### config.mk
export PLATFORM = sky130hd
export DESIGN_NAME = core_supervisor
export DESIGN_NICKNAME = d
export VERILOG_FILES = /design/src/rtl/core_pkg.sv /design/src/rtl/core_barrier.sv /design/src/rtl/core_supervisor.sv
export SDC_FILE = /design/constraint.sdc
export NUM_CORES = 1
export LEC_CHECK = 0
export BUFFER_PORTS_ARGS = -buffer_cell sky130_fd_sc_hd__buf_4
export CORE_MARGIN = 10
export CORE_UTILIZATION = 49
export CTS_CLUSTER_SIZE = 25
export DETAILED_ROUTE_END_ITERATION = 6
export MAX_ROUTING_LAYER = met4
export PLACE_DENSITY = 0.75
export RECOVER_POWER = 100
export SLEW_MARGIN = 5
export SYNTH_ARGS = -nofsm -noshare
export SYNTH_HDL_FRONTEND = slang
export SYNTH_SLANG_ARGS = --single-unit
### constraint.sdc
create_clock -name clock -period 1.83 [get_ports clock]
set_input_delay 0.2745 -clock clock [delete_from_list [all_inputs] [get_ports clock]]
set_output_delay 0.2745 -clock clock [all_outputs]
set_load 0.02 [all_outputs]
### src/rtl/core_pkg.sv
// Shared encodings for the multi-core supervisor: status broadcast codes, FSM states, core limit.
// The ERR state exists only when CORE_SUPERVISOR_WDT_EN is defined.
package core_pkg;

    localparam int MAX_CORES = 4;

    typedef enum logic [1:0] {
        ST_HOLD = 2'b00,
        ST_RUN  = 2'b01,
        ST_SYNC = 2'b10,
        ST_STOP = 2'b11
    } status_t;

    typedef enum logic [2:0] {
        S_IDLE = 3'd0,
        S_RUN  = 3'd1,
        S_SYNC = 3'd2,
`ifdef CORE_SUPERVISOR_WDT_EN
        S_DONE = 3'd3,
        S_ERR  = 3'd4
`else
        S_DONE = 3'd3
`endif
    } sup_state_t;

    // Requests beyond the instantiated core count collapse onto the last real core.
    function automatic logic [1:0] clamp_core(input logic [1:0] req, input int n_cores);
        logic [1:0] res;
        if (int'(req) >= n_cores) begin
            res = 2'(n_cores - 1);
        end else begin
            res = req;
        end
        return res;
    endfunction

    function automatic logic [MAX_CORES-1:0] active_mask(input logic [1:0] end_core);
        logic [MAX_CORES-1:0] m;
        for (int i = 0; i < MAX_CORES; i++) begin
            m[i] = (i <= int'(end_core)) ? 1'b1 : 1'b0;
        end
        return m;
    endfunction

endpackage

### src/rtl/core_barrier.sv
// Per-core completion barrier: rising-edge capture of end_process into done_mask,
// restricted to cores 0..end_core, with all_done including this cycle's edges.
module core_barrier
    import core_pkg::*;
#(
    parameter int N_CORES = 4
) (
    input  logic               clock,
    input  logic               reset,
    input  logic               capture,
    input  logic               clear,
    input  logic [1:0]         end_core,
    input  logic [N_CORES-1:0] end_process,
    output logic               all_done
);

    logic [N_CORES-1:0]   prev;
    logic [N_CORES-1:0]   done_mask;
    logic [N_CORES-1:0]   rise;
    logic [N_CORES-1:0]   active;
    logic [MAX_CORES-1:0] full_mask;

    // Edge detect and barrier-complete decode.
    always_comb begin
        full_mask = active_mask(end_core);
        active    = full_mask[N_CORES-1:0];
        rise      = end_process & ~prev;
        all_done  = (((done_mask | rise) & active) == active);
    end

    // Edge history runs every cycle so levels held across RUN entry never look like edges.
    always_ff @(posedge clock) begin
        if (reset) begin
            prev      <= '0;
            done_mask <= '0;
        end else begin
            prev <= end_process;
            if (clear) begin
                done_mask <= '0;
            end else if (capture) begin
                done_mask <= done_mask | (rise & active);
            end else begin
                done_mask <= done_mask;
            end
        end
    end

endmodule

### src/rtl/core_supervisor.sv
// Phase sequencer for the core array: launches runs, barriers between phases, counts cycles.
// Optional per-phase watchdog and ERR state/error port enabled by CORE_SUPERVISOR_WDT_EN.
module core_supervisor
    import core_pkg::*;
#(
    parameter int N_CORES    = 4,
    parameter int WDT_CYCLES = 65535
) (
    input  logic               clock,
    input  logic               reset,
    input  logic               start,
    input  logic [1:0]         active_m1,
    input  logic [3:0]         phases_m1,
    input  logic [N_CORES-1:0] end_process,
    output logic [1:0]         status,
    output logic [1:0]         end_core,
    output logic               busy,
    output logic               done,
`ifdef CORE_SUPERVISOR_WDT_EN
    output logic               error,
`endif
    output logic [3:0]         phase,
    output logic [31:0]        cycle_count
);

    if (N_CORES < 1 || N_CORES > MAX_CORES || WDT_CYCLES < 1) begin : g_bad_cfg
        $error("core_supervisor: illegal N_CORES or WDT_CYCLES");
    end

    sup_state_t  state;
    logic [3:0]  phases_lat;
    logic        launch;
    logic        clear;
    logic        capture;
    logic        all_done;
    logic [31:0] count_inc;

`ifdef CORE_SUPERVISOR_WDT_EN
    localparam logic [31:0] WDT_LIMIT = 32'(WDT_CYCLES - 1);
    logic [31:0] wdt_cnt;
`endif

    // Launch qualification, barrier control and saturating cycle increment.
    always_comb begin
        launch    = start && (state != S_RUN) && (state != S_SYNC);
        clear     = launch || (state == S_SYNC);
        capture   = (state == S_RUN);
        count_inc = (cycle_count == 32'hFFFF_FFFF) ? cycle_count : (cycle_count + 32'd1);
    end

    core_barrier #(
        .N_CORES (N_CORES)
    ) u_barrier (
        .clock       (clock),
        .reset       (reset),
        .capture     (capture),
        .clear       (clear),
        .end_core    (end_core),
        .end_process (end_process),
        .all_done    (all_done)
    );

    // Supervisor FSM with registered status outputs, phase and cycle counters.
    always_ff @(posedge clock) begin
        if (reset) begin
            state       <= S_IDLE;
            status      <= ST_HOLD;
            busy        <= 1'b0;
            done        <= 1'b0;
            end_core    <= 2'd0;
            phases_lat  <= 4'd0;
            phase       <= 4'd0;
            cycle_count <= 32'd0;
`ifdef CORE_SUPERVISOR_WDT_EN
            error       <= 1'b0;
            wdt_cnt     <= 32'd0;
`endif
        end else if (launch) begin
            state       <= S_RUN;
            status      <= ST_RUN;
            busy        <= 1'b1;
            done        <= 1'b0;
            end_core    <= clamp_core(active_m1, N_CORES);
            phases_lat  <= phases_m1;
            phase       <= 4'd0;
            cycle_count <= 32'd0;
`ifdef CORE_SUPERVISOR_WDT_EN
            error       <= 1'b0;
            wdt_cnt     <= 32'd0;
`endif
        end else begin
            case (state)
                S_RUN: begin
                    cycle_count <= count_inc;
                    if (all_done) begin
                        state  <= S_SYNC;
                        status <= ST_SYNC;
                    end
`ifdef CORE_SUPERVISOR_WDT_EN
                    else if (wdt_cnt == WDT_LIMIT) begin
                        state  <= S_ERR;
                        status <= ST_STOP;
                        busy   <= 1'b0;
                        error  <= 1'b1;
                    end else begin
                        wdt_cnt <= wdt_cnt + 32'd1;
                    end
`endif
                end
                S_SYNC: begin
                    cycle_count <= count_inc;
                    if (phase == phases_lat) begin
                        state  <= S_DONE;
                        status <= ST_STOP;
                        busy   <= 1'b0;
                        done   <= 1'b1;
                    end else begin
                        state  <= S_RUN;
                        status <= ST_RUN;
                        phase  <= phase + 4'd1;
`ifdef CORE_SUPERVISOR_WDT_EN
                        wdt_cnt <= 32'd0;
`endif
                    end
                end
                default: begin
                    state <= state;
                end
            endcase
        end
    end

endmodule

==> metrics, run 1 <==
ratio of cells with drive above 1 in the final layout=0.424; Placed Cells incl. Taps=473; die extent in y=94.4 µm; Global Route met2 Usage=0.305; met1 track demand over resource in global routing=0.209; combinational fraction of design power=0.211; violated checks=setup timing; Final Slew Violations=0; fill cell count=421; internal power contribution=0.00176 W; count of cells along the worst hold path=2; count of final hold-check violations=0; final design utilization=0.718; number of standard cells after synthesis=310; run status=complete, but fails checks; sequence of cells on the critical path=inv_4, ha_4, nand4b_1, nor4_4, buf_6, nand4_1, or3_1, a21oi_2; ports placed on the boundary=55; first-pass GRT wire length=approximately 13,000 µm; count of different cell masters after synthesis=51; IR drop worst, VDD=between 0.0006 and 0.0007 V; area of the die=between 8000 and 9000 µm²; cell area after synthesis=2710 µm²; count of synthesis-stage warnings from yosys=0; Post-synth EDFFs=0; starting utilization of the core area=0.499; classification of the worst-slack hold path=input pin to flop; Diodes inserted=0; slew at the pin closest to its max-slew limit=0.879 ns; critical path type=flop to flop; Area growth syn-to-layout=44.0%; register area=1130 µm²; Synth area leaders=dfxtp_1 40%, a21oi_1 5.0%, nor2_1 4.7%; proportion of power drawn by the clock network=0.290; non-filler instance count after layout=a little under 500; row count=27; initial antenna violation count=0; sequential group share of total power=0.499; area share of the leading cell type in the synthesized netlist=0.399; async set-reset flop share out of synthesis=0; end point of the most critical hold path=u_barrier.prev[1]; Worst R2R Start=status[0]; reg-to-reg slack, setup=-0.18 ns; Total Routed Length=8200 µm; element type at the critical path end=flop; final worst path period share=1.10; cell type contributing the most total cell area after synthesis=dfxtp_1; clk slew on worst S/H paths=0.10 ns; maximum fanout along the worst path=7; timing-limited maximum frequency=approximately 0.5 GHz; setup repair after global routing missed its margin=true; post-layout min period=about 2 ns; maximum root-to-sink buffer count=2; clock tree from TritonCTS=yes; critical path data arrival time=2.26 ns; residual DRC count=0; number of global-route vias before repair=2,775; Critical Path Slowest Stage Cell=or3_1; Core Area=5440 µm²; sum of overflow across all layers after global routing=0; placer congestion estimate=0.929; CTS root buf=clkbuf_8; worst hold start=end_process[1]; total global-route track usage=0.183; placement-stage worst setup slack=-0.130 ns; worst max-slew margin expressed relative to the limit=0.414; leakage component of the power=1.52 nW; clock latency on the worst-skew pair=0.32 ns; Power Density=640 nW/µm²; routed vias/inst=around 5.7; number of synthesized register bits=between 50 and 60; Reg-to-Reg End=cycle_count[20]; clock skew=0.00943 ns; quantity of hold-fixing buffers added after cts=0; number of sinks on the clock net=54; antenna violation net count after detailed routing=0; depth of the worst register-to-register path=8; Switching Power=0.000734 W; average cell area after synthesis=8.75 µm²; slowest stage delay, CP=0.39 ns; DIE WIDTH=94.4 µm; violation count after the first detailed-routing iteration=~200; port buffer count=54; syn nets=328; global-route layer with the greatest usage=met2; Setup WS post-layout=-0.176 ns; top flip-flop cell by instance count after synthesis=dfxtp_1; M3 GR Usage=0.0436; H-tree levels=2; average routed wire per standard cell=around 17 µm; fraction of the yosys area taken by sequential cells=0.399; number of detailed-route iterations in the first pass=4; Nets=437; via total after detailed routing=around 2,800; data required time of the critical path=2.09 ns; half-perimeter wire length after detailed placement=5740 µm; Sw Ratio=0.294; TritonCTS buffer count=5; footprint of the multi-input gates=1690 µm²; pin count of the biggest net entering global routing=21; number of maximum-capacitance violations=0; final setup fails=28; crit path launch type=flop
worst max-delay path: cells and delay by family, from the launching register on:
| kind | cells | cell delay, ns |
|---|---|---|
| compound gates | 1 | 0.14 |
| fa+ha+maj | 1 | 0.21 |
| buf+inv | 2 | 0.21 |
| flops | 1 | 0.37 |
| simple gates | 4 | 1.01 |
how the worst max path moves through the flow:
stage	start	to	slack [ns]	depth (start not counted)
global route	status[0]	cycle_count[19]	-0.26	7
detailed placement	status[0]	cycle_count[20]	-0.13	8
CTS	status[0]	cycle_count[20]	-0.1	8
global placement	status[0]	cycle_count[20]	-0.05	8
finish	status[0]	cycle_count[20]	-0.18	8
floorplan	status[0]	cycle_count[20]	-0.20	7
cell usage after synthesis (2+ instances only):
library cell / instances
dfxtp_1: 54
nor2_1: 34
a21oi_1: 27
nand2_1: 21
nand4_1: 16
or3_1: 13
mux2i_1: 10
nor2b_1: 10
o21ai_0: 10
or4_1: 9
nor3_1: 8
inv_1: 7
nand3_1: 7
o31ai_1: 7
clkbuf_1: 6
xor2_1: 6
ha_1: 5
nor4_1: 5
xnor2_1: 5
a211oi_1: 3
a31oi_1: 3
and3_1: 3
nand4b_1: 3
o211ai_1: 3
o21ai_1: 3
buf_2: 2
clkbuf_8: 2
nand3_4: 2
nor4_4: 2
o32ai_1: 2
o41ai_1: 2
per-stage QoR:
| step | area [µm²] | total power [W] | setup TNS, ns | hold WS, ns |
|---|---|---|---|---|
| detailed placement | 3590 | 0.00179 | -0.656 | 0.462 |
| floorplan | 2800 | 0.00159 | -1.01 | 0.403 |
| finish | 3910 | 0.00250 | -2.54 | 0.171 |
| CTS | 3730 | 0.00252 | -0.488 | 0.167 |
| global route | 3910 | 0.00263 | -6.78 | 0.175 |
| global placement | 3590 | 0.00178 | -0.115 | 0.448 |
state kept, by name, indices dropped and copies added, names as in the netlist:
name / flops
busy: 1
cycle_count: 32
done: 1
end_core: 2
phase: 4
phases_lat: 4
state: 1
status: 1
u_barrier.done_mask: 4
u_barrier.prev: 4
final cells by class:
| class | instances | area share |
|---|---|---|
| inverters | 7 | 0.00737 |
| repair buffers | 115 | 0.221 |
| flip-flops and latches | 54 | 0.289 |
| clock inverters | 2 | 0.00417 |
| well taps | 72 | 0.0231 |
| clock buffers | 6 | 0.0211 |
| multi-input cells | 236 | 0.434 |
cell families after synthesis:
group                    Yosys count  share of synthesized area
AND/OR/NAND/NOR                  144                      0.314
AO/OA/AOI/OAI                     66                      0.149
flip-flops                        54                      0.399
buffers and inverters             20                     0.0429
XOR/XNOR                          11                     0.0355
multiplexers                      10                     0.0369
adder cells (fa/ha/maj)            5                     0.0231
routing by layer:
| metal | up-vias | routed length [µm] |
|---|---|---|
| met5 | - | 0 |
| li1 | 1372 | - |
| met3 | 11 | 487 |
| met4 | 0 | 88 |
| met1 | 1342 | 3440 |
| met2 | 99 | 4180 |
cells in the final DEF (no fill, tap or decap), drive strengths merged, types with 13 or more instances in the layout:
cell type	instances
buf	106
dfxtp	54
nor2	34
a21oi	27
nand2	21
nand4	17
clkbuf	15
or3	14
o21ai	13
power groups by stage:
stage / Clock (W) / Sequential (W) / Combinational [W]
floorplan: 0 / 0.00131 / 0.000280
global placement: 0 / 0.00127 / 0.000507
detailed placement: 0 / 0.00127 / 0.000519
CTS: 0.000736 / 0.00125 / 0.000536
global route: 0.000800 / 0.00125 / 0.000577
finish: 0.000723 / 0.00125 / 0.000527
repair_timing:
item	in CTS	in global routing
setup endpoints to repair	20	31
gates resized for setup	6	41
setup buffers	3	7
pin swaps	9	15
cloned	0	1
Power figures use the tool's default switching activity.
==> inputs of run 2 (changes only) <==
CORE_ASPECT_RATIO = 0.9   (was default)
==> run 2 against run 1 <==
Effect of this change:
- the flow still finishes with violations (setup timing)
- worst setup slack improved by 0.068 ns
- wire length grew 2.1%
- total power fell by 2.6%
- worst hold slack worse by 0.00081 ns
- critical endpoint is now cycle_count[23]
==> metrics, run 2 (same netlist as run 1, synthesis figures left out) <==
DIE WIDTH=98.4 µm (+4.3%); crit path launch type=flop; most common cell after layout, fill and taps aside=buf_4; critical path type=flop to flop; average routed wire per standard cell=17.2 µm (+3.4%); TritonCTS buffer count=5 (unchanged); maximum fanout along the worst path=13 (+6); port buffer count=54 (unchanged); final design utilization=0.720 (+0.00203); Critical Path Slowest Stage Cell=or4_4; routed vias/inst=5.83 (+1.6%); leading cell types in the layout, fill and taps excluded=91 x buf_4, 40 x dfxtp_1, 32 x nor2_1; quantity of hold-fixing buffers added after cts=0 (unchanged); post-layout min period=1.94 ns (-0.0685 ns); depth of the worst register-to-register path=7 (-1); ports placed on the boundary=55 (unchanged); fill cell count=442 (+5.0%); max reg flops=32 (unchanged); Placed Cells incl. Taps=467 (-1.3%); clock latency on the worst-skew pair=0.31 ns (about the same); violation count after the first detailed-routing iteration=257 (+30%); die extent in y=90.6 µm (-4.0%); element type at the critical path end=flop; final worst path period share=1.06 (-0.0374); Final Slew Violations=0 (unchanged); gate family responsible for the most delay along the worst path=simple AND/OR/NAND/NOR gates; first-pass GRT wire length=12,900 µm (-1.6%); classification of the worst-slack hold path=input pin to flop; maximum root-to-sink buffer count=2 (unchanged); count of cells along the worst hold path=2 (unchanged); critical path data arrival time=2.18 ns (-0.08 ns); placer congestion estimate=0.869 (-6.4%); count of final hold-check violations=0 (unchanged); worst max-slew margin expressed relative to the limit=0.408 (-0.00564); cell area after layout=3830 µm² (-2.0%); Core Area=5320 µm² (-2.2%); slew at the pin closest to its max-slew limit=0.888 ns (+0.00846 ns); clock skew=0.0133 ns (+0.00388 ns); Setup WS post-layout=-0.108 ns (+0.0685 ns); Power Density=636 nW/µm² (-0.62%); leakage component of the power=1.47 nW (-3.2%); row count=25 (-7.4%); number of sinks on the clock net=54 (unchanged); IR drop worst, VDD=0.000498 V (-19%); Nets=436 (-0.23%); placed standard-cell area=3580 µm² (about the same); sum of overflow across all layers after global routing=0 (unchanged); sequence of cells on the critical path=inv_4, ha_4, and3b_2, nand4_1, buf_6, or4_4, a21oi_2; Diodes inserted=0 (unchanged); Total Routed Length=8370 µm (+2.1%); initial antenna violation count=0 (unchanged); number of detailed-route iterations in the first pass=4 (unchanged); pin count of the biggest net entering global routing=23 (+9.5%); CTS root buf=clkbuf_8; ratio of cells with drive above 1 in the final layout=0.379 (-0.0443); Most flops, register=cycle_count; slowest stage delay, CP=0.51 ns (+0.12 ns); starting utilization of the core area=0.510 (+0.0114); half-perimeter wire length after detailed placement=5720 µm (-0.27%); antenna violation net count after detailed routing=0 (unchanged); via total after detailed routing=2,834 (+0.35%); number of global-route vias before repair=2,650 (-4.5%); residual DRC count=0 (unchanged); critical path buffer and inverter count=2 (unchanged); clk slew on worst S/H paths=0.11 ns (about the same); violated checks=setup timing; final setup fails=12 (-57%); non-filler instance count after layout=486 (-1.2%); run status=complete, but fails checks; Area growth syn-to-layout=41.2%; total global-route track usage=0.173 (-0.0100); total number of cells along the worst setup path=7 (-1); number of maximum-capacitance violations=0 (unchanged); setup repair after global routing missed its margin=true; area of the die=8910 µm² (about the same); data required time of the critical path=2.07 ns (-0.02 ns); H-tree levels=2 (unchanged); clock tree from TritonCTS=yes; timing-limited maximum frequency=0.516 GHz (+3.5%)
[run 2: cell types whose count changed in the layout (fill, tap and decap cells not counted), moves of 2 or more]
cell / before / now
dfxtp_1: 35 / 40
dfxtp_4: 10 / 12
buf_4: 100 / 91
clkbuf_2: 2 / 0
nor4_4: 3 / 5
dfxtp_2: 9 / 2
nor4_2: 2 / 0
clkbuf_1: 7 / 19
buf_6: 5 / 3
[run 2: report_power, final]
part           leakage, nW  internal (W)  switching, W
clock               0.0374      0.000271      0.000395
sequential           0.448       0.00121     0.0000347
combinational        0.989      0.000232      0.000291
[run 2: final cells by class]
class                           instances  area (µm²)  area share
Multi-Input combinational cell        236        1680       0.438
Clock buffer                            6        72.6      0.0190
Tap cell                               67        83.8      0.0219
Inverter                                7        28.8     0.00752
Sequential cell                        54        1130       0.295
Clock inverter                          2        15.0     0.00392
Timing Repair Buffer                  114         825       0.215
[run 2: repair_timing]
| item | CTS | global route |
|---|---|---|
| pin swaps | 10 | 10 |
| endpoints found under the setup margin | 16 | 32 |
| setup buffers | 5 | 7 |
| gates resized for setup | 11 | 25 |
[run 2: worst register-to-register path, delay by kind of cell, from the launching register on]
family / cells / cell delay (ns)
simple gates: 3 / 0.91
fa+ha+maj: 1 / 0.21
buf+inv: 2 / 0.22
flops: 1 / 0.37
compound gates: 1 / 0.17
[run 2: stage by stage]
| stage | setup TNS [ns] | power [W] | hold slack, ns | setup WS, ns |
|---|---|---|---|---|
| floorplan | -1.01 | 0.00159 | 0.403 | -0.201 |
| global placement | -0.228 | 0.00176 | 0.446 | -0.0611 |
| detailed placement | -0.650 | 0.00177 | 0.465 | -0.103 |
| CTS | -0.346 | 0.00243 | 0.173 | -0.0477 |
| global route | -2.11 | 0.00255 | 0.176 | -0.172 |
| finish | -0.613 | 0.00243 | 0.170 | -0.108 |
[run 2: final timing paths]
kind / startpoint / end / slack, ns
worst min register to register: u_barrier.done_mask[2] / u_barrier.done_mask[2] / 0.49
worst max register to register: status[0] / cycle_count[23] / -0.11
worst max-delay path: status[0] / cycle_count[23] / -0.11
worst min-delay path: end_process[1] / u_barrier.prev[1] / 0.17
[run 2: metal layers]
metal	global-route usage	vias up	wire, µm
li1	-	1370	-
met1	0.219	1366	3620
met2	0.276	88	4180
met3	0.0268	10	478
met4	0.0501	0	94
met5	-	-	0
==> inputs of run 3 (changes only) <==
SKIP_LAST_GASP = 1   (was default)
==> run 3 against run 2 <==
Effect of this change:
- the flow still finishes with violations (setup timing)
- sequential power hardly changed
- utilization fell by 0.87 points
- total power decreased by 0.35%
- flip-flop and latch count unchanged
- design area down 1.2%
- sequential share of layout area grew 0.36 points
- highest routed layer unchanged
==> metrics, run 3 (same netlist as run 1, synthesis figures left out) <==
Final Slew Violations=0 (unchanged); final worst path period share=1.04 (-0.0207); Nets=435 (-0.23%); number of sinks on the clock net=54 (unchanged); ports placed on the boundary=55 (unchanged); Worst R2R Start=status[0]; row count=25 (unchanged); met1 track demand over resource in global routing=0.219 (-0.000445); area of the die=8910 µm² (unchanged); global-route layer with the greatest usage=met2; sequential group share of total power=0.513 (+0.002); max reg flops=32 (unchanged); clock skew=0.0132 ns (-0.000108 ns); initial antenna violation count=0 (unchanged); number of global-route vias before repair=2,616 (-1.3%); depth of the worst register-to-register path=7 (unchanged); critical path data arrival time=2.14 ns (-0.04 ns); worst max-slew margin expressed relative to the limit=0.396 (-0.0118); quantity of hold-fixing buffers added after cts=0 (unchanged); run status=complete, but fails checks; residual DRC count=0 (unchanged); port buffer count=54 (unchanged); Global Route met2 Usage=0.273 (-0.00273); routed vias/inst=5.76 (-1.2%); classification of the worst-slack hold path=input pin to flop; Critical Path Slowest Stage Cell=or4_1; die extent in y=90.6 µm (unchanged); Sw Ratio=0.294 (-0.00238); worst hold start=end_process[0]; count of final hold-check violations=0 (unchanged); Core Area=5320 µm² (unchanged); number of detailed-route iterations in the first pass=5 (+1); critical path buffer and inverter count=2 (unchanged); count of cells along the worst hold path=2 (unchanged); footprint of the multi-input gates=1640 µm² (-2.1%); CTS root buf=clkbuf_8; critical path type=flop to flop; via total after detailed routing=2,794 (-1.4%); average routed wire per standard cell=16.7 µm (-2.8%); Placed Cells incl. Taps=467 (unchanged); violated checks=setup timing; number of maximum-capacitance violations=0 (unchanged); total negative setup slack=-0.472 ns (+0.142 ns); clock tree from TritonCTS=yes; most common cell after layout, fill and taps aside=buf_4; Area growth syn-to-layout=39.5%; Reg-to-Reg End=cycle_count[23]; non-filler instance count after layout=485 (-0.21%); total global-route track usage=0.171 (-0.00129); slowest stage delay, CP=0.53 ns (+0.02 ns); placer congestion estimate=0.869 (unchanged); Switching Power=0.000713 W (-1.2%); ratio of cells with drive above 1 in the final layout=0.359 (-0.0206); Power Density=641 nW/µm² (+0.87%); clock latency on the worst-skew pair=0.31 ns (about the same); placement-stage worst setup slack=-0.103 ns (unchanged); antenna violation net count after detailed routing=0 (unchanged); H-tree levels=2 (unchanged); proportion of power drawn by the clock network=0.272 (-0.002); tightest hold margin=0.173 ns (+0.00304 ns); Diodes inserted=0 (unchanged); gate family responsible for the most delay along the worst path=simple AND/OR/NAND/NOR gates; element type at the critical path end=flop; Setup WS post-layout=-0.0701 ns (+0.0378 ns); timing-limited maximum frequency=0.526 GHz (+2.0%); leakage component of the power=1.46 nW (-0.91%); clk slew on worst S/H paths=0.10 ns (about the same); overall power after layout=0.00243 W (-0.35%); setup repair after global routing missed its margin=true; slew at the pin closest to its max-slew limit=0.906 ns (+0.0177 ns); register area=1130 µm² (unchanged); combinational fraction of design power=0.215 (about the same); post-layout min period=1.90 ns (-0.0378 ns); final setup fails=13 (+1); M3 GR Usage=0.0268 (unchanged); Total Routed Length=8120 µm (-3.0%); sequence of cells on the critical path=inv_4, ha_4, and3b_2, nand4_1, buf_6, or4_1, a21oi_1; IR drop worst, VDD=0.000505 V (+1.5%); reg-to-reg slack, setup=-0.07 ns (+0.04 ns); TritonCTS buffer count=5 (unchanged); maximum fanout along the worst path=13 (unchanged); starting utilization of the core area=0.510 (unchanged); fill cell count=450 (+1.8%); Most flops, register=cycle_count; half-perimeter wire length after detailed placement=5720 µm (unchanged); data required time of the critical path=2.07 ns (about the same); maximum root-to-sink buffer count=2 (unchanged); leading cell types in the layout, fill and taps excluded=91 x buf_4, 40 x dfxtp_1, 32 x nor2_1; pin count of the biggest net entering global routing=23 (unchanged); internal power contribution=0.00171 W (about the same); end point of the most critical hold path=u_barrier.prev[0]; DIE WIDTH=98.4 µm (unchanged); sum of overflow across all layers after global routing=0 (unchanged); first-pass GRT wire length=12,800 µm (-0.59%); crit path launch type=flop; violation count after the first detailed-routing iteration=256 (-0.39%)
run 3: cell count changes in the layout (fill, tap and decap cells not counted), sizes merged:
cell,delta
buf,-1
run 3: how the worst max path moves through the flow:
| stage | slack (ns) | start | to | depth (start not counted) |
|---|---|---|---|---|
| floorplan | -0.20 | status[0] | cycle_count[20] | 7 |
| global placement | -0.06 | state[1] | cycle_count[2] | 8 |
| detailed placement | -0.10 | status[0] | cycle_count[20] | 8 |
| CTS | -0.05 | status[0] | cycle_count[20] | 8 |
| global route | -0.16 | status[0] | cycle_count[26] | 8 |
| finish | -0.07 | status[0] | cycle_count[23] | 7 |
run 3: layer usage:
| layer | share of wire | vias up |
|---|---|---|
| met5 | 0 | - |
| met4 | 0.0095 | 0 |
| met3 | 0.051 | 7 |
| met2 | 0.50 | 74 |
| met1 | 0.44 | 1356 |
| li1 | - | 1357 |
run 3: power by group through the flow:
stage | Clock [W] | Combinational [W] | Sequential (W)
floorplan | 0 | 0.000280 | 0.00131
global placement | 0 | 0.000488 | 0.00127
detailed placement | 0 | 0.000501 | 0.00127
CTS | 0.000675 | 0.000506 | 0.00125
global route | 0.000724 | 0.000569 | 0.00125
finish | 0.000660 | 0.000521 | 0.00124
run 3: repair_timing:
item                                    4_1_cts  5_1_grt
pin swaps                                    10       12
endpoints found under the setup margin       16       32
setup buffers                                 5        6
gates cloned                                  0        0
gates resized for setup                      10       17
run 3: layout make-up:
type	instances	area share
multi-input combinational	236	0.434
sequential	54	0.298
timing repair buffer	113	0.215
tap	67	0.0222
clock buffer	6	0.0192
inverter	7	0.00761
clock inverter	2	0.00397
run 3: per-stage QoR:
step / utilization / area (µm²)
floorplan: - / 2800
global placement: 0.674 / 3580
detailed placement: 0.674 / 3580
CTS: 0.705 / 3750
global route: 0.711 / 3780
finish: 0.711 / 3780
